--- config.mk ---
export PLATFORM = sky130hd
export DESIGN_NAME = shot_controller
export DESIGN_NICKNAME = d
export VERILOG_FILES = /design/src/rtl/shot_controller.sv
export SDC_FILE = /design/constraint.sdc
export NUM_CORES = 1
export LEC_CHECK = 0
export BUFFER_PORTS_ARGS = -buffer_cell sky130_fd_sc_hd__buf_2
export CORE_MARGIN = 1
export CORE_UTILIZATION = 30
export DETAILED_ROUTE_END_ITERATION = 16
export PLACE_DENSITY = 0.49
export SYNTH_ARGS = -nofsm -noshare
export SYNTH_HDL_FRONTEND = slang
export SYNTH_SLANG_ARGS = --single-unit
--- constraint.sdc ---
create_clock -name frame_clk -period 2.1 [get_ports frame_clk]
set_input_delay 0.315 -clock frame_clk [delete_from_list [all_inputs] [get_ports frame_clk]]
set_output_delay 0.315 -clock frame_clk [all_outputs]
set_load 0.1 [all_outputs]
--- src/rtl/shot_controller.sv ---
// One-shot fire controller: turns a fire key level into a single bullet pulse,
// then waits out the bullet's flight and a cooldown before accepting the next shot.
module shot_controller #(
  parameter int unsigned COOLDOWN_FRAMES = 8,
  parameter int unsigned FLIGHT_TIMEOUT  = 127
) (
  input  logic       frame_clk,
  input  logic       Reset,
  input  logic       fire_key,
  input  logic [3:0] direction,
  input  logic       bullet_exists,
  output logic       shoot_bullet,
  output logic [3:0] shot_dir,
  output logic       busy,
  output logic [7:0] shot_count,
  output logic [1:0] dbg_state,
  output logic       dbg_armed
);

  typedef enum logic [1:0] {
    IDLE   = 2'd0,
    FIRE   = 2'd1,
    FLIGHT = 2'd2,
    COOL   = 2'd3
  } state_t;

  localparam logic [7:0] COOL_INIT = 8'(COOLDOWN_FRAMES);
  localparam logic [7:0] TIMEOUT   = 8'(FLIGHT_TIMEOUT);

  state_t     state_q;
  logic       armed_q;
  logic       shoot_q;
  logic       busy_q;
  logic [3:0] dir_q;
  logic [7:0] count_q;
  logic [7:0] flight_q;
  logic [7:0] cool_q;

  logic       dir_valid_d;
  logic [7:0] flight_d;
  logic       flight_exit_d;

  assign dir_valid_d   = (direction == 4'b1000) || (direction == 4'b0100) ||
                         (direction == 4'b0010) || (direction == 4'b0001);
  assign flight_d      = flight_q + 8'd1;
  // The first FLIGHT frame cannot end on bullet_exists: the bullet block may not have raised it yet.
  assign flight_exit_d = (!bullet_exists && (flight_q != 8'd0)) || (flight_d == TIMEOUT);

  always_ff @(posedge frame_clk or posedge Reset) begin
    if (Reset) begin
      state_q  <= IDLE;
      armed_q  <= 1'b0;
      shoot_q  <= 1'b0;
      busy_q   <= 1'b0;
      dir_q    <= 4'b0000;
      count_q  <= 8'd0;
      flight_q <= 8'd0;
      cool_q   <= 8'd0;
    end else begin
      shoot_q <= 1'b0;
      if (!fire_key) armed_q <= 1'b1;
      case (state_q)
        IDLE: begin
          if (armed_q && fire_key && dir_valid_d) begin
            state_q <= FIRE;
            shoot_q <= 1'b1;
            busy_q  <= 1'b1;
            dir_q   <= direction;
            armed_q <= 1'b0;
          end
        end
        FIRE: begin
          state_q  <= FLIGHT;
          flight_q <= 8'd0;
          count_q  <= count_q + 8'd1;
        end
        FLIGHT: begin
          flight_q <= flight_d;
          if (flight_exit_d) begin
            if (COOL_INIT == 8'd0) begin
              state_q <= IDLE;
              busy_q  <= 1'b0;
            end else begin
              state_q <= COOL;
              cool_q  <= COOL_INIT;
            end
          end
        end
        COOL: begin
          cool_q <= cool_q - 8'd1;
          if (cool_q == 8'd1) begin
            state_q <= IDLE;
            busy_q  <= 1'b0;
          end
        end
        default: state_q <= IDLE;
      endcase
    end
  end

  assign shoot_bullet = shoot_q;
  assign shot_dir     = dir_q;
  assign busy         = busy_q;
  assign shot_count   = count_q;
  assign dbg_state    = state_q;
  assign dbg_armed    = armed_q;

endmodule

==> results of run 1 <==
[routing by layer]
layer | vias to the layer above | wire, um
met2 | 31 | 1800
met1 | 733 | 1930
met3 | 4 | 185
li1 | 772 | -
met4 | 0 | 36
met5 | - | 0
[flip-flops by register name, indices dropped and copies added, names as in the netlist]
register	cells
cool_q	8
busy	1
shoot_bullet	1
shot_count	8
dbg_armed	1
shot_dir	4
flight_q	8
dbg_state	2
[timing repair]
action	CTS	global route
hold buffers	0	0
setup endpoints to repair	1	7
gates cloned	0	0
buffers inserted	0	0
resized for setup	2	6
pin swaps	0	1
[metrics by stage]
step | instances | area (um^2) | setup TNS, ps
detailed placement | 301 | 2200 | -32.6
global route | 309 | 2340 | -73.9
CTS | 309 | 2320 | 0
global placement | 301 | 2200 | 0
finish | 309 | 2340 | 0
floorplan | 191 | 1890 | 0
[Yosys cell counts, types with 3 or more instances]
master     n
clkbuf_1   3
nand3_1    8
xor2_1     3
mux2_2     5
xnor2_1    6
inv_1     14
o31ai_1    5
nor3_1     3
ha_1      11
nand2_1   27
mux2i_1    3
nand4_1    6
dfrtp_1   33
o21ai_0    5
nor2_1    15
[layout make-up]
cell class,instances,area (um^2)
Sequential cell,33,835
Timing Repair Buffer,41,251
Tap cell,75,93.8
Clock inverter,1,30.0
Multi-Input combinational cell,138,991
Fill cell,592,3650
Clock buffer,7,86.3
Inverter,14,52.6
[path summary, 6_finish.rpt]
path | from | endpoint | slack (ps) | cells past startpoint
max | flight_q[0]$_DFFE_PP0P_ | cool_q[4]$_DFFE_PP0P_ | 70 | 7
max in group asynchronous | Reset | flight_q[0]$_DFFE_PP0P_ | 1650 | 3
min | Reset | shot_count[5]$_DFFE_PP0N_ | 110 | 3
min reg2reg | shot_count[7]$_DFFE_PP0N_ | shot_count[7]$_DFFE_PP0N_ | 470 | 1
min in group frame_clk | fire_key | dbg_armed$_DFF_PP0_ | 200 | 2
max reg2reg | flight_q[0]$_DFFE_PP0P_ | cool_q[4]$_DFFE_PP0P_ | 70 | 7
[kinds of logic (layout without fill, tap and decap cells)]
logic type / count (synthesis) / count (layout) / synth area share [%]
simple gates: 80 / 80 / 22.2
xor+xnor: 9 / 9 / 4.18
mux: 9 / 9 / 5.17
buf+inv: 20 / 63 / 4.77
flops: 33 / 33 / 43.8
compound gates: 29 / 29 / 12.6
fa+ha+maj: 11 / 11 / 7.29
[critical path, delay by kind of cell, from the launching register on]
family                     cells  cell delay (ps)
buffers and inverters          2              210
and+or+nand+nor                1              200
AOI/OAI and AO/OA              3              900
DFF                            1              410
adders and majority gates      1              200
==> reports/metrics.csv, run 1 <==
metric;value;unit
grt ovf;0;
Gate Count Post-Synth;191;
worst-path cell chain;inv_2, ha_1, and4b_1, a41o_1, a311o_2, buf_4, a221o_1;
largest net degree at the start of global routing;34;
Nets;252;
status;finished, final reports clean;
root buf cell;clkbuf_8;
GPL Wtd Cong;0.805;
Routed Antenna Nets;0;
count of final setup violators;0;
Final Core Density;39.1;%
CTS max path bufs;2;
maximum clock rate;493;MHz
Final Critical Period;2030;ps
initial antenna violation count;0;
commonest non-fill, non-tap cells in the layout;nand2_1 (27), dfrtp_1 (26), buf_2 (24), buf_4 (16), nor2_1 (15);
number of I/O pins;25;
Die Y;81.3;um
effective utilization at floorplan;31.5;%
fraction of registers with async set/reset;100;%
post-synth net total;210;
# H-tree levels;2;
row count;28;
Worst path slowest cell;dfrtp_2;
synth top area cells;dfrtp_1 (44%), ha_1 (7.3%), nand2_1 (5.4%);
crit-path max FO;5;
global-route met1 utilization;17.6;%
leading area contributor after synthesis;dfrtp_1;
drt total wl;3950;um
Netlist cell types;48;
Slew Viols, Final;0;
Period Utilization, post-route;96.6;%
Total GRT Usage;13.4;%
register area share after synthesis;43.8;%
final setup skew;9.62;ps
Slew HR;67.4;%
commonest non-fill, non-tap cell in the layout;nand2_1;
syn_area_per_cell;9.88;um^2
Ys Warns;0;
drt drc;0;
number of port buffers;24;
total vias in the final route;1540;
top_reg_cell synth;dfrtp_1;
worst-skew pair later-pin latency;280;ps
synthesized cell area;1890;um^2
Area Growth Syn to Fin;24.0;%
Clock Sinks;33;
Yosys top cell area share;43.8;%
Worst Hold Class;in -> async;
Fin. Hold Viols;0;
hold slack;115;ps
Seq cells post-synth;33;
die span in x;81.3;um
Num CTS Buffers;5;
CTS tree;done;
DR pass1 iterations;4;
required time worst endpoint;2270;ps
dpl ws;-21.1;ps
met2 Usage GRT;21.2;%
clk slew on worst S/H paths;70;ps
wire per inst;12.8;um
Post-DP HPWL;2790;um
CP peak stage delay;410;ps
Max Cap Viol;0;
worst path arrival time;2200;ps
EDFF count, synth;0;
global route hottest layer;met2;
first-pass GRT wire length;6780;um
die area;6610;um^2
RSZ-0062 raised after global routing;yes;
Vias/cell;4.98;
ANT cells;0;
share of cells above drive strength 1;30.3;%
GR met3 Demand/Resource;3.82;%
core footprint;5990;um^2
startpoint types;flip-flop;
DRT iter0 DRCs;57;
vias in the first global route;1442;
Least-Margin Pin Slew;492;ps
Crit. End Element;flip-flop;
worst setup margin;71.2;ps
critical path class;reg -> reg;
Power of run 1 is left out: the tool's default activity adds up to more than one toggle a clock period on the data nets, which glitch-free logic cannot reach.
==> run 2: changes to the inputs <==
--- a/config.mk
+++ b/config.mk
@@ -6,4 +6,5 @@
 export NUM_CORES = 1
 export LEC_CHECK = 0
+export ABC_AREA = 1
 export BUFFER_PORTS_ARGS = -buffer_cell sky130_fd_sc_hd__buf_2
 export CORE_MARGIN = 1
==> constraint.sdc (replaced) <==
create_clock -name frame_clk -period 2.1 [get_ports frame_clk]
set_input_delay 0.315 -clock frame_clk [delete_from_list [all_inputs] [get_ports frame_clk]]
set_output_delay 0.315 -clock frame_clk [all_outputs]
set_load 0.005 [all_outputs]
==> run 2 against run 1 <==
First-iteration DRC count increased by 46%. Utilization shrank 3.0 points. Sequential cell count stayed put. Sequential share of layout area grew 3.1 points. Cell area down 8.9%. Synthesized cell count rose by 19%. Final cell count rose by 8.1%. Largest cell class unchanged. Count of clock-buffer cells in the layout decreased by 1. Via count fell by 3.1%. Maximum frequency increased by 14%. Non-clock buffer count decreased by 14. Synthesized area shrank 2.8%.
==> reports/metrics.csv, run 2 <==
metric;value;unit;change
status;finished, final reports clean;;
synthesized cell area;1830;um^2;-2.8%
Worst Hold Class;in -> async;;
hold buffer count at cts;0;;unchanged
Metal-1 WL;1830;um;-5.1%
# H-tree levels;2;;unchanged
worst path arrival time;1950;ps;-250 ps
drt drc;0;;unchanged
Post-DP HPWL;2580;um;-7.5%
peak supply drop;0.386;mV;
worst-skew pair later-pin latency;290;ps;about the same
count of final setup violators;0;;unchanged
Slew HR;72.0;%;+4.6 points
Slew Viols, Final;0;;unchanged
first-pass GRT wire length;6090;um;-10%
Yosys top cell area share;45.0;%;+1.3 points
TNS Setup;0;ps;unchanged
Pleak;1.09;nW;
EDFF count, synth;0;;unchanged
DRT iter0 DRCs;83;;+46%
commonest non-fill, non-tap cells in the layout;nand2_1 (62), dfrtp_1 (33), inv_1 (27), nand3_1 (25), buf_2 (24);;
register area share after synthesis;45.0;%;+1.3 points
Routed Antenna Nets;0;;unchanged
drt total wl;3580;um;-9.3%
crit-path max FO;12;;+7
RSZ-0062 raised after global routing;no;;
Nets;277;;+9.9%
number of I/O pins;25;;unchanged
row count;28;;unchanged
cell with the most instances after synthesis;nand2_1;;
die span in x;80.2;um;-1.4%
post-synth net total;246;;+17%
root buf cell;clkbuf_8;;
effective utilization at floorplan;31.0;%;-0.51 points
uppermost layer routed;met4;;
top_reg_cell synth;dfrtp_1;;
Netlist cell types;25;;-48%
Period Utilization, post-route;84.5;%;-12 points
share of cells above drive strength 1;16.6;%;-14 points
ANT cells;0;;unchanged
final setup skew;7.26;ps;-2.36 ps
fraction of registers with async set/reset;100;%;unchanged
met2 wire length;1530;um;-15%
required time worst endpoint;2280;ps;about the same
startpoint types;flip-flop;;
Post-CTS Setup Bufs;0;;unchanged
Comb pwr share;45.0;%;
Flop pwr share;37.7;%;
number of port buffers;24;;unchanged
Ys Warns;0;;unchanged
Fin. Hold Viols;0;;unchanged
R2R depth;10;;+3
maximum clock rate;563;MHz;+14%
Num CTS Buffers;5;;unchanged
Die Y;80.2;um;-1.4%
Least-Margin Pin Slew;420;ps;-72.8 ps
GPL Wtd Cong;0.783;;-2.8%
leading area contributor after synthesis;dfrtp_1;;
Total GRT Usage;12.6;%;-0.89 points
P_sw;1.14;mW;
Clock power frac;17.3;%;
commonest non-fill, non-tap cell in the layout;nand2_1;;
die area;6430;um^2;-2.7%
Vias/cell;4.47;;-10%
Sw Share;41.9;%;
Area Growth Syn to Fin;16.2;%;
synth top area cells;dfrtp_1 (45%), nand2_1 (13%), ha_1 (7.5%);;
hold slack;102;ps;-12.8 ps
wire per inst;10.7;um;-16%
Seq cells post-synth;33;;unchanged
Final Critical Period;1780;ps;-253 ps
Clock Sinks;33;;unchanged
grt ovf;0;;unchanged
Gate Count Post-Synth;227;;+19%
CTS tree;done;;
post_cts resized;0;;-2
syn_area_per_cell;8.08;um^2;-18%
largest net degree at the start of global routing;34;;unchanged
critical path class;reg -> reg;;
Crit. End Element;flip-flop;;
total vias in the final route;1492;;-3.1%
CTS max path bufs;2;;unchanged
DR pass1 iterations;4;;unchanged
vias in the first global route;1336;;-7.4%
Pwr Density;1280;nW/um^2;
Max Cap Viol;0;;unchanged
Pint;1.58;mW;
core footprint;5920;um^2;-1.2%
top cells by instance count after synthesis;nand2_1 (62), dfrtp_1 (33), inv_1 (27);;
met3 WL post-DR;141;um;-24%
clk slew on worst S/H paths;70;ps;about the same
initial antenna violation count;0;;unchanged
==> run 2: final timing paths <==
kind,startpoint,endpoint,slack [ps]
max in group asynchronous,Reset,flight_q[5]$_DFFE_PP0P_,1690
min in group frame_clk,direction[0],shot_dir[0]$_DFFE_PP0P_,260
setup / recovery,flight_q[1]$_DFFE_PP0P_,cool_q[3]$_DFFE_PP0P_,320
setup reg to reg,flight_q[1]$_DFFE_PP0P_,cool_q[3]$_DFFE_PP0P_,320
hold reg to reg,shot_count[7]$_DFFE_PP0N_,shot_count[7]$_DFFE_PP0N_,460
hold / removal,Reset,shot_count[7]$_DFFE_PP0N_,100
==> run 2: layout make-up <==
class                   count  area [um^2]
flip-flops and latches     33          826
fillers                   638         3790
clock buffers               6         72.6
well taps                  75         93.8
inverters                  27          101
multi-input cells         164          886
clock inverters             2         10.0
repair buffers             27          143
==> run 2: cells by family after synthesis <==
kind of cell               synth area share (%)
xor gates and xnor gates                   5.73
muxes                                     0.614
DFF                                        45.0
AOI/OAI and AO/OA                          5.73
and+or+nand+nor                            28.7
buffers and inverters                      6.68
adders and majority gates                  7.50
==> run 2: through the flow <==
stage | util (%) | total power [mW] | area (um^2) | cells | worst slack (ps)
after floorplan | - | 1.91 | 1830 | 227 | 637
after global placement | 34.6 | 2.29 | 2050 | 326 | 338
after detailed placement | 34.6 | 2.28 | 2050 | 326 | 306
after CTS | 36.0 | 2.77 | 2130 | 334 | 291
after global routing | 36.0 | 3.02 | 2130 | 334 | 119
final | 36.0 | 2.72 | 2130 | 334 | 325
==> run 2: routing by layer <==
metal / global-route usage (%) / up-vias
met3: 3.18 / 5
met1: 15.6 / 673
met5: 0 / -
li1: - / 786
met2: 19.7 / 28
met4: 6.96 / 0
==> run 2: worst max-delay path, cell delays in order (launching register included) <==
cell and delay, ps:
dfrtp_1 410, ha_1 210, nand3_1 130, o21ai_1 150
nand2_1 80, nor2_1 110, nand3_1 90, nand2_2 190
nand2_2 160, nand2_1 90, nand2_1 50
==> run 2: power by group through the flow <==
stage / combinational (mW) / clock (mW) / sequential, mW
after floorplan: 0.888 / 0 / 1.03
after global placement: 1.25 / 0 / 1.04
after detailed placement: 1.24 / 0 / 1.04
after CTS: 1.25 / 0.495 / 1.03
after global routing: 1.43 / 0.527 / 1.06
final: 1.23 / 0.470 / 1.03
Power figures use the tool's default switching activity.
